### config.mk
export PLATFORM = sky130hd
export DESIGN_NAME = mem_master
export DESIGN_NICKNAME = d
export VERILOG_FILES = /design/src/rtl/mem_pkg.sv /design/src/rtl/mem_addr_gen.sv /design/src/rtl/mem_master.sv
export SDC_FILE = /design/constraint.sdc
export NUM_CORES = 1
export LEC_CHECK = 0
export ABC_AREA = 1
export ABC_CLOCK_PERIOD_IN_PS = 2700
export BUFFER_PORTS_ARGS = -buffer_cell sky130_fd_sc_hd__buf_4
export CORE_AREA = 2 2 70 121
export CTS_CLUSTER_DIAMETER = 100
export DETAILED_ROUTE_END_ITERATION = 8
export DIE_AREA = 0 0 72 123
export GPL_TIMING_DRIVEN = 0
export PLACE_DENSITY = 0.78
export SYNTH_ARGS = -nofsm -noshare
export SYNTH_HDL_FRONTEND = slang
export SYNTH_HIERARCHICAL = 1
export SYNTH_SLANG_ARGS = --single-unit
### constraint.sdc
create_clock -name clk_i -period 2.7 [get_ports clk_i]
set_input_delay 0.135 -clock clk_i [delete_from_list [all_inputs] [get_ports clk_i]]
set_output_delay 0.135 -clock clk_i [all_outputs]
set_load 0.1 [all_outputs]
### src/rtl/mem_pkg.sv
// Shared definitions for mem_master and its benches: default memory geometry,
// burst FSM states and the write/check data pattern.
package mem_pkg;

    localparam int MEM_WIDTH = 16;
    localparam int MEM_DEPTH = 64;

    typedef enum logic [1:0] {
        IDLE = 2'd0,
        XFER = 2'd1,
        DONE = 2'd2
    } state_e;

    // Word k of a burst is seed + k; callers truncate to their data width.
    function automatic logic [63:0] mem_pattern(input logic [63:0] seed, input logic [63:0] idx);
        return seed + idx;
    endfunction

endpackage

### src/rtl/mem_addr_gen.sv
// Burst address generator: loads a start address, then steps by one per
// transfer, wrapping naturally at DEPTH because DEPTH is a power of two.
module mem_addr_gen #(
    parameter int ADDR_WIDTH = 6
) (
    input  logic                  i_clk,
    input  logic                  i_rst_n,
    input  logic                  i_load,
    input  logic [ADDR_WIDTH-1:0] i_load_addr,
    input  logic                  i_inc,
    output logic [ADDR_WIDTH-1:0] o_addr
);

    logic [ADDR_WIDTH-1:0] r_addr;

    always_ff @(posedge i_clk) begin
        if (!i_rst_n) begin
            r_addr <= '0;
        end else if (i_load) begin
            r_addr <= i_load_addr;
        end else if (i_inc) begin
            r_addr <= r_addr + ADDR_WIDTH'(1);
        end
    end

    assign o_addr = r_addr;

endmodule

### src/rtl/mem_master.sv
// Burst initiator for the valid/ready memory: one command becomes len
// single-word transfers. Define MEM_MASTER_CHECK_EN to build read-data checking.
module mem_master
    import mem_pkg::*;
#(
    parameter int WIDTH      = MEM_WIDTH,
    parameter int DEPTH      = MEM_DEPTH,
    parameter int ADDR_WIDTH = $clog2(DEPTH)
) (
    input  logic                  clk_i,
    input  logic                  rst_i,
    input  logic                  cmd_valid_i,
    output logic                  cmd_ready_o,
    input  logic                  cmd_wr_rd_i,
    input  logic [ADDR_WIDTH-1:0] cmd_addr_i,
    input  logic [ADDR_WIDTH:0]   cmd_len_i,
    input  logic [WIDTH-1:0]      cmd_seed_i,
    output logic                  busy_o,
    output logic                  done_o,
    output logic                  valid_o,
    output logic                  wr_rd_o,
    output logic [ADDR_WIDTH-1:0] addr_o,
    output logic [WIDTH-1:0]      wdata_o,
    input  logic                  ready_i,
    input  logic [WIDTH-1:0]      rdata_i,
    output logic                  rvalid_o,
    output logic [WIDTH-1:0]      rdata_o,
    output logic [ADDR_WIDTH:0]   err_cnt_o
);

    localparam int LEN_W = ADDR_WIDTH + 1;

    state_e             r_state;
    state_e             w_state_next;
    logic               r_valid;
    logic               r_wr_rd;
    logic [WIDTH-1:0]   r_wdata;
    logic [WIDTH-1:0]   r_seed;
    logic [WIDTH-1:0]   r_rdata;
    logic               r_rvalid;
    logic [LEN_W-1:0]   r_len;
    logic [LEN_W-1:0]   r_k;

    logic               w_accept;
    logic               w_xfer;
    logic               w_last;
    logic [LEN_W-1:0]   w_len_clamped;
    logic [LEN_W-1:0]   w_k_inc;
    logic [WIDTH-1:0]   w_next_word;

    assign w_accept      = cmd_valid_i && (r_state == IDLE);
    assign w_len_clamped = (cmd_len_i > LEN_W'(DEPTH)) ? LEN_W'(DEPTH) : cmd_len_i;
    assign w_xfer        = r_valid && ready_i;
    assign w_last        = (r_k == r_len - LEN_W'(1));
    assign w_k_inc       = r_k + LEN_W'(1);
    assign w_next_word   = WIDTH'(mem_pattern(64'(r_seed), 64'(w_k_inc)));

    always_ff @(posedge clk_i) begin
        if (!rst_i) begin
            r_state <= IDLE;
        end else begin
            r_state <= w_state_next;
        end
    end

    always_comb begin
        w_state_next = r_state;
        case (r_state)
            IDLE: begin
                if (w_accept) begin
                    w_state_next = (w_len_clamped == '0) ? DONE : XFER;
                end
            end
            XFER: begin
                if (w_xfer && w_last) begin
                    w_state_next = DONE;
                end
            end
            DONE:    w_state_next = IDLE;
            default: w_state_next = IDLE;
        endcase
    end

    // Request fields only move on accept or on a completed transfer, so the
    // slave always sees a stable request while it stalls.
    always_ff @(posedge clk_i) begin
        if (!rst_i) begin
            r_valid  <= 1'b0;
            r_wr_rd  <= 1'b0;
            r_wdata  <= '0;
            r_seed   <= '0;
            r_rdata  <= '0;
            r_rvalid <= 1'b0;
            r_len    <= '0;
            r_k      <= '0;
        end else begin
            r_rvalid <= 1'b0;
            if (w_accept) begin
                r_len   <= w_len_clamped;
                r_seed  <= cmd_seed_i;
                r_wr_rd <= cmd_wr_rd_i;
                r_k     <= '0;
                r_wdata <= cmd_seed_i;
                r_valid <= (w_len_clamped != '0);
            end else if (w_xfer) begin
                if (!r_wr_rd) begin
                    r_rdata  <= rdata_i;
                    r_rvalid <= 1'b1;
                end
                if (w_last) begin
                    r_valid <= 1'b0;
                end else begin
                    r_k     <= w_k_inc;
                    r_wdata <= w_next_word;
                end
            end
        end
    end

    mem_addr_gen #(
        .ADDR_WIDTH (ADDR_WIDTH)
    ) u_addr_gen (
        .i_clk       (clk_i),
        .i_rst_n     (rst_i),
        .i_load      (w_accept),
        .i_load_addr (cmd_addr_i),
        .i_inc       (w_xfer && !w_last),
        .o_addr      (addr_o)
    );

`ifdef MEM_MASTER_CHECK_EN
    logic [LEN_W-1:0] r_err_cnt;
    logic [WIDTH-1:0] w_expect;

    assign w_expect = WIDTH'(mem_pattern(64'(r_seed), 64'(r_k)));

    always_ff @(posedge clk_i) begin
        if (!rst_i) begin
            r_err_cnt <= '0;
        end else if (w_accept) begin
            r_err_cnt <= '0;
        end else if (w_xfer && !r_wr_rd && (rdata_i != w_expect) && (r_err_cnt != '1)) begin
            r_err_cnt <= r_err_cnt + LEN_W'(1);
        end
    end

    assign err_cnt_o = r_err_cnt;
`else
    assign err_cnt_o = '0;
`endif

    assign cmd_ready_o = (r_state == IDLE);
    assign busy_o      = (r_state != IDLE);
    assign done_o      = (r_state == DONE);
    assign valid_o     = r_valid;
    assign wr_rd_o     = r_wr_rd;
    assign wdata_o     = r_wdata;
    assign rvalid_o    = r_rvalid;
    assign rdata_o     = r_rdata;

endmodule

# Yosys cells after proc, flatten, opt, wreduce, memory -nomap -nowiden
# Cells that the tools add are included.
word_totals:
  word_cells: 59
  out_inout_bits: 51
  in_bits: 50
  ff_bits: 73
classes:
  magnitude_cmp: 1
  n_bitwise: 5
  n_addsub: 4
  reduce_logical: 19
  n_eq_ne: 6
  n_mux: 14
op_table:
  columns: ["operator", "n"]
  rows:
  - ["2-to-1 mux 16 bit", 3]
  - ["adder 16 x 7 -> 16 bit", 1]
  - ["2-to-1 mux 6 bit", 2]
  - ["AND reduction 2 bit", 4]
  - ["nonzero test 2 bit", 4]
  - ["adder 7 x 1 -> 7 bit, second input constant", 1]
  - ["== test 7 bit", 1]
  - ["greater-than comparator 7 bit, second input constant", 1]
  - ["logical NOT 7 bit", 1]
  - ["2-to-1 mux 7 bit", 1]
  - ["nonzero test 7 bit", 1]
  - ["subtractor 7 x 1 -> 7 bit, second input constant", 1]
  - ["adder 6 x 1 -> 6 bit, second input constant", 1]
  - ["2-to-1 mux 2 bit", 3]
  - ["NOT 1 bit", 5]
  - ["logical AND 1 bit", 4]
  - ["2-to-1 mux 1 bit", 4]
  - ["!= test 2 x 1 -> 1 bit, second input constant", 2]
  - ["one-hot mux 2 bit (2 select lines)", 1]
  - ["AND reduction 3 bit", 1]
  - ["OR reduction 3 bit", 1]
  - ["== test 2 x 1 -> 1 bit, second input constant", 1]
  - ["== test 2 bit, second input constant", 1]
  - ["logical NOT 2 bit", 1]
  - ["3 further kinds", 3]

# Logic depth before layout (Yosys ltp)
depth:
  depth_word: 6
  depth_mapped: 18
  mapped_depth_nobuf: 18

# By module
# Netlist, hierarchy kept.
modules_own_cells:
  columns: ["mod", "area_each_um2", "n_inst", "cells_per_inst"]
  rows:
  - ["mem_master", 3777.4, 1, 579]
  - ["mem_addr_gen", 342.8, 1, 50]

# Worst setup path after synthesis
# No wires, ideal clock.
synth_path:
  path_kind: "flip-flop to flip-flop"
  startpoint: "register r_k[0]"
  endpoint: "register r_wdata[15], in the netlist wdata_o[15]"
  setup_ns: 0.115
  slack_ns: 0.535
  arrival_ns: 2.050
  path_buffers: 0
  stages_incl_launch_ff: 16
  period_less_slack_ns: 2.165
  cell_sequence: "dfxtp_1 > ha_1 > nand4_1 > nor2_1 > xor2_1 > ha_1 > nand2_1 > inv_1 > a21oi_1 > nand2_1 > nand2_1 > nor2_1 > a21oi_1 > nand3_1 > nand2_1 > nor2_1"
synth_between:
  elab_chain_len: 5
  elab_cells_between_ends: 8
  classes_between: "2 x add/sub; 2 x eq/ne; 3 x mux; 1 x reduce/logical"
synth_lines:
  columns: ["item", "line", "source"]
  rows:
  - ["start: declaration", "mem_master.sv:42", "logic [LEN_W-1:0] r_k;"]
  - ["start signal: assignment", "mem_master.sv:113", "r_k <= w_k_inc;"]
  - ["adder 7 x 1 -> 7 bit", "mem_master.sv:55", "assign w_k_inc = r_k + LEN_W'(1);"]
  - ["net w_k_inc[6]", "mem_master.sv:48", "logic [LEN_W-1:0] w_k_inc;"]
  - ["adder 16 x 7 -> 16 bit", "mem_pkg.sv:16", "return seed + idx;"]
  - ["2-to-1 mux 16 bit", "mem_master.sv:110", "if (w_last) begin"]
  - ["2-to-1 mux 16 bit", "mem_master.sv:105", "end else if (w_xfer) begin"]
  - ["2-to-1 mux 16 bit", "mem_master.sv:98", "if (w_accept) begin"]
  - ["end signal: assignment", "mem_master.sv:103", "r_wdata <= cmd_seed_i;"]
  - ["end signal: assignment", "mem_master.sv:114", "r_wdata <= w_next_word;"]
  - ["end: declaration", "mem_master.sv:37", "logic [WIDTH-1:0] r_wdata;"]
# The timed path passes the listed nets, and every way through them passes these cells. The select of a mux whose other input is x is not followed.
# A chain may end at the register's enable or synchronous reset.

# Final worst setup path
layout_path:
  startpoint: "register r_k[0]"
  endpoint: "register r_wdata[11], in the netlist wdata_o[11]"
# The elaborated chain is that of the path after synthesis.

==> run_results.csv <==
group,metric,value,unit
sta,setup_viol,0,
yosys,ys_seq_area_frac,0.355,
grt,overflow,0,
pwr,powerDensity,691,mW/mm2
finish,syn_to_final_growth,27.9,%
route,drcViolationCount,0,
die,pin_count,101,
pwr,switchingPower,1.47,mW
route,wl_per_cell,14.0,um
clock_tree,h-tree-depth,3,
grt,grt_pass1_vias,4308,
sta,min_period_over_period,0.932,
sta,timing.hold.ws,0.0297,ns
die,core-area,0.00791,mm2
place,gp_congestion,0.965,
finish,fin_nets,802,
yosys,synth_enable_flop_cells,0,
grt,antenna_found_initial,0,
pwr,peakVddDrop,0.535,mV
setup_path,critPathRequiredTime,2.93,ns
die,die_x,72,um
pwr,seq_power_share,0.345,
setup_path,worstSetupEndpointType,"flip-flop",
finish,nFillCells,700,
route,ant_nets,0,
pwr,sw_frac_of_total,0.402,
route,vias,4376,
yosys,ys_top_cells_by_count,"170 x nand2_1, 75 x nand3_1, 73 x dfxtp_1",
yosys,async_flop_share,0,
setup_path,cp_data_arrival_time,2.75,ns
yosys,syn_area,0.00412,mm2
pwr,p_int,2.18,mW
sta,hold_viol,0,
grt,grt_max_degree,17,
sta,worst_pin_slew,0.501,ns
grt,grt_pass1_wl,18.6,mm
yosys,yosysTopAreaCell,"dfxtp_1",
hold_path,hold_path.class,"in2reg",
clock_tree,cts_tree,"done",
route,wl,11.7,mm
die,row_count,43,
die,start_util,0.521,
setup_path,startpoint_type,"flip-flop",
place,io_buffers,93,
sta,timing.final.max_slew_violations,0,
sta,skew,0.00498,ns
yosys,synthCells,629,
route,drt_first_pass_iters,5,
finish,seq_area,0.00147,mm2
sta,setup_ws,0.182,ns
clock_tree,clock-sinks,73,
pwr,pwr-share-comb,0.351,
pwr,leakage,2.59,nW
yosys,ys.flop_type,"dfxtp_1",
pwr,clockPowerShare,0.304,
yosys,synth_cell_types,37,
clock_tree,clock-root-buffer,"clkbuf_16",
yosys,yosys_warnings,6,
clock_tree,clockBufferDepth,2,
sta,relSlewSlack,0.663,
clock_tree,clk_pin_slew,0.06,ns
finish,multiInputGateArea,0.00227,mm2
grt,grt_usage,0.273,
route,drtIter0Drc,168,
outcome,status,"complete, no violations",
run,maxCapViolCount,0,
clock_tree,hold_buffers,0,
place,dpl.hpwl,9.24,mm
route,vias_per_cell,5.24,
clock_tree,numCtsBuffers,9,
setup_path,worstSetupPathType,"reg2reg",
yosys,synth_top_area_frac,0.355,
finish,antennaDiodeCount,0,
place,pre_cts_ws,-0.108,ns
sta,period_minus_slack,2.52,ns
sta,fmax,0.397,GHz
yosys,synth_area_leaders,"dfxtp_1 35%, nand2_1 15%, nand3_1 9.1%, inv_1 6.6%, nor2_1 6.5%",
clock_tree,clk_latency,0.34,ns
yosys,ys_ff_latch,73,
yosys,syn_avg_cell_area,6.55,um2
yosys,synth_most_common_cell,"nand2_1",
setup_path,cp_max_fo,5,
die,die_y,123,um
die,die-area,0.00886,mm2
finish,drive_above_1_share,0.234,
per-stage QoR:
| stage | total power [mW] | instance area [um2] | utilization | cells | TNS [ns] |
|---|---|---|---|---|---|
| finish | 3.64 | 5270 | 0.667 | 835 | 0 |
| global route | 3.80 | 5270 | 0.667 | 835 | -0.181 |
| CTS | 3.65 | 5230 | 0.662 | 834 | 0 |
| detailed placement | 2.55 | 4950 | 0.626 | 818 | -0.108 |
| global placement | 2.53 | 4950 | 0.626 | 818 | -0.139 |
| floorplan | 2.24 | 4140 | - | 635 | 0 |
critical path, cell delays in order (launching register included):
cell,delay (ns)
dfxtp_2,0.39
ha_2,0.22
nand4_1,0.15
nor2_2,0.16
xor2_2,0.19
ha_1,0.31
nand2_1,0.13
nand2_1,0.07
a21oi_1,0.15
nand2_2,0.14
nand2_1,0.09
nor2_1,0.04
a21oi_1,0.13
nand3_1,0.11
nand2_1,0.08
nor2_1,0.04
power groups by stage:
stage | clock network, mW | registers [mW] | logic (mW)
final | 1.11 | 1.26 | 1.28
after CTS | 1.12 | 1.26 | 1.27
after floorplan | 0 | 1.69 | 0.549
after detailed placement | 0 | 1.28 | 1.27
after global placement | 0 | 1.27 | 1.25
after global routing | 1.17 | 1.27 | 1.37
what timing repair did:
item / 4_1_cts / 5_1_grt
setup endpoints to repair: 1 / 10
buffers inserted: 0 / 1
gates resized for setup: 2 / 12
pin swaps: 0 / 2
cells in the final DEF, fill, tap and decap left out, drive strengths merged, types with 2 or more instances in the layout:
cell type / instances
nor2: 90
xor2: 6
dfxtp: 73
conb: 7
o31ai: 3
a21oi: 34
clkinv: 2
buf: 115
o21ai: 30
nand2: 175
nand3: 78
or2: 3
inv: 76
a22oi: 2
nand4: 4
o22ai: 5
clkbuf: 18
ha: 11
nor3: 4
xnor2: 2
final timing paths:
path	slack (ns)	end	startpoint	cells past startpoint
setup / recovery	0.18	wdata_o[11]$_SDFFE_PN0P_	r_k[0]$_SDFFE_PP0P_	15
hold / removal	0.03	u_addr_gen/o_addr[1]$_SDFFE_PN0P_	rst_i	3
setup reg to reg	0.18	wdata_o[11]$_SDFFE_PN0P_	r_k[0]$_SDFFE_PP0P_	15
hold reg to reg	0.46	rdata_o[14]$_SDFFE_PN0P_	rdata_o[14]$_SDFFE_PN0P_	2
cell type report:
class | count | share of cell area
clock inverters | 2 | 0.00237
well taps | 90 | 0.0214
repair buffers | 94 | 0.134
multi-input cells | 460 | 0.430
inverters | 77 | 0.0548
clock buffers | 14 | 0.0501
flip-flops and latches | 73 | 0.278
plain buffers | 25 | 0.0297
sequential cells by signal (all words and copies together), names as in the netlist:
signal	flops
valid_o	1
r_k	7
r_seed	16
rvalid_o	1
rdata_o	16
r_state	2
wr_rd_o	1
u_addr_gen/o_addr	6
r_len	7
wdata_o	16
per-layer routing:
metal  part of all wire  up-vias  global-route usage
met5                  0        -                   0
met2               0.54      140               0.512
met3              0.050       37              0.0505
met1               0.35     1985               0.253
li1                   -     2214                   -
met4              0.057        0               0.205
cell families (layout without fill, tap and decap cells):
group,Yosys count,after routing,synth area share
DFF,73,73,0.355
other,1,7,0.000910
xor gates and xnor gates,8,8,0.0170
AOI/OAI and AO/OA,77,77,0.103
and+or+nand+nor,356,356,0.378
adders and majority gates,12,12,0.0383
buffers and inverters,102,212,0.108
Power figures use the tool's default switching activity.
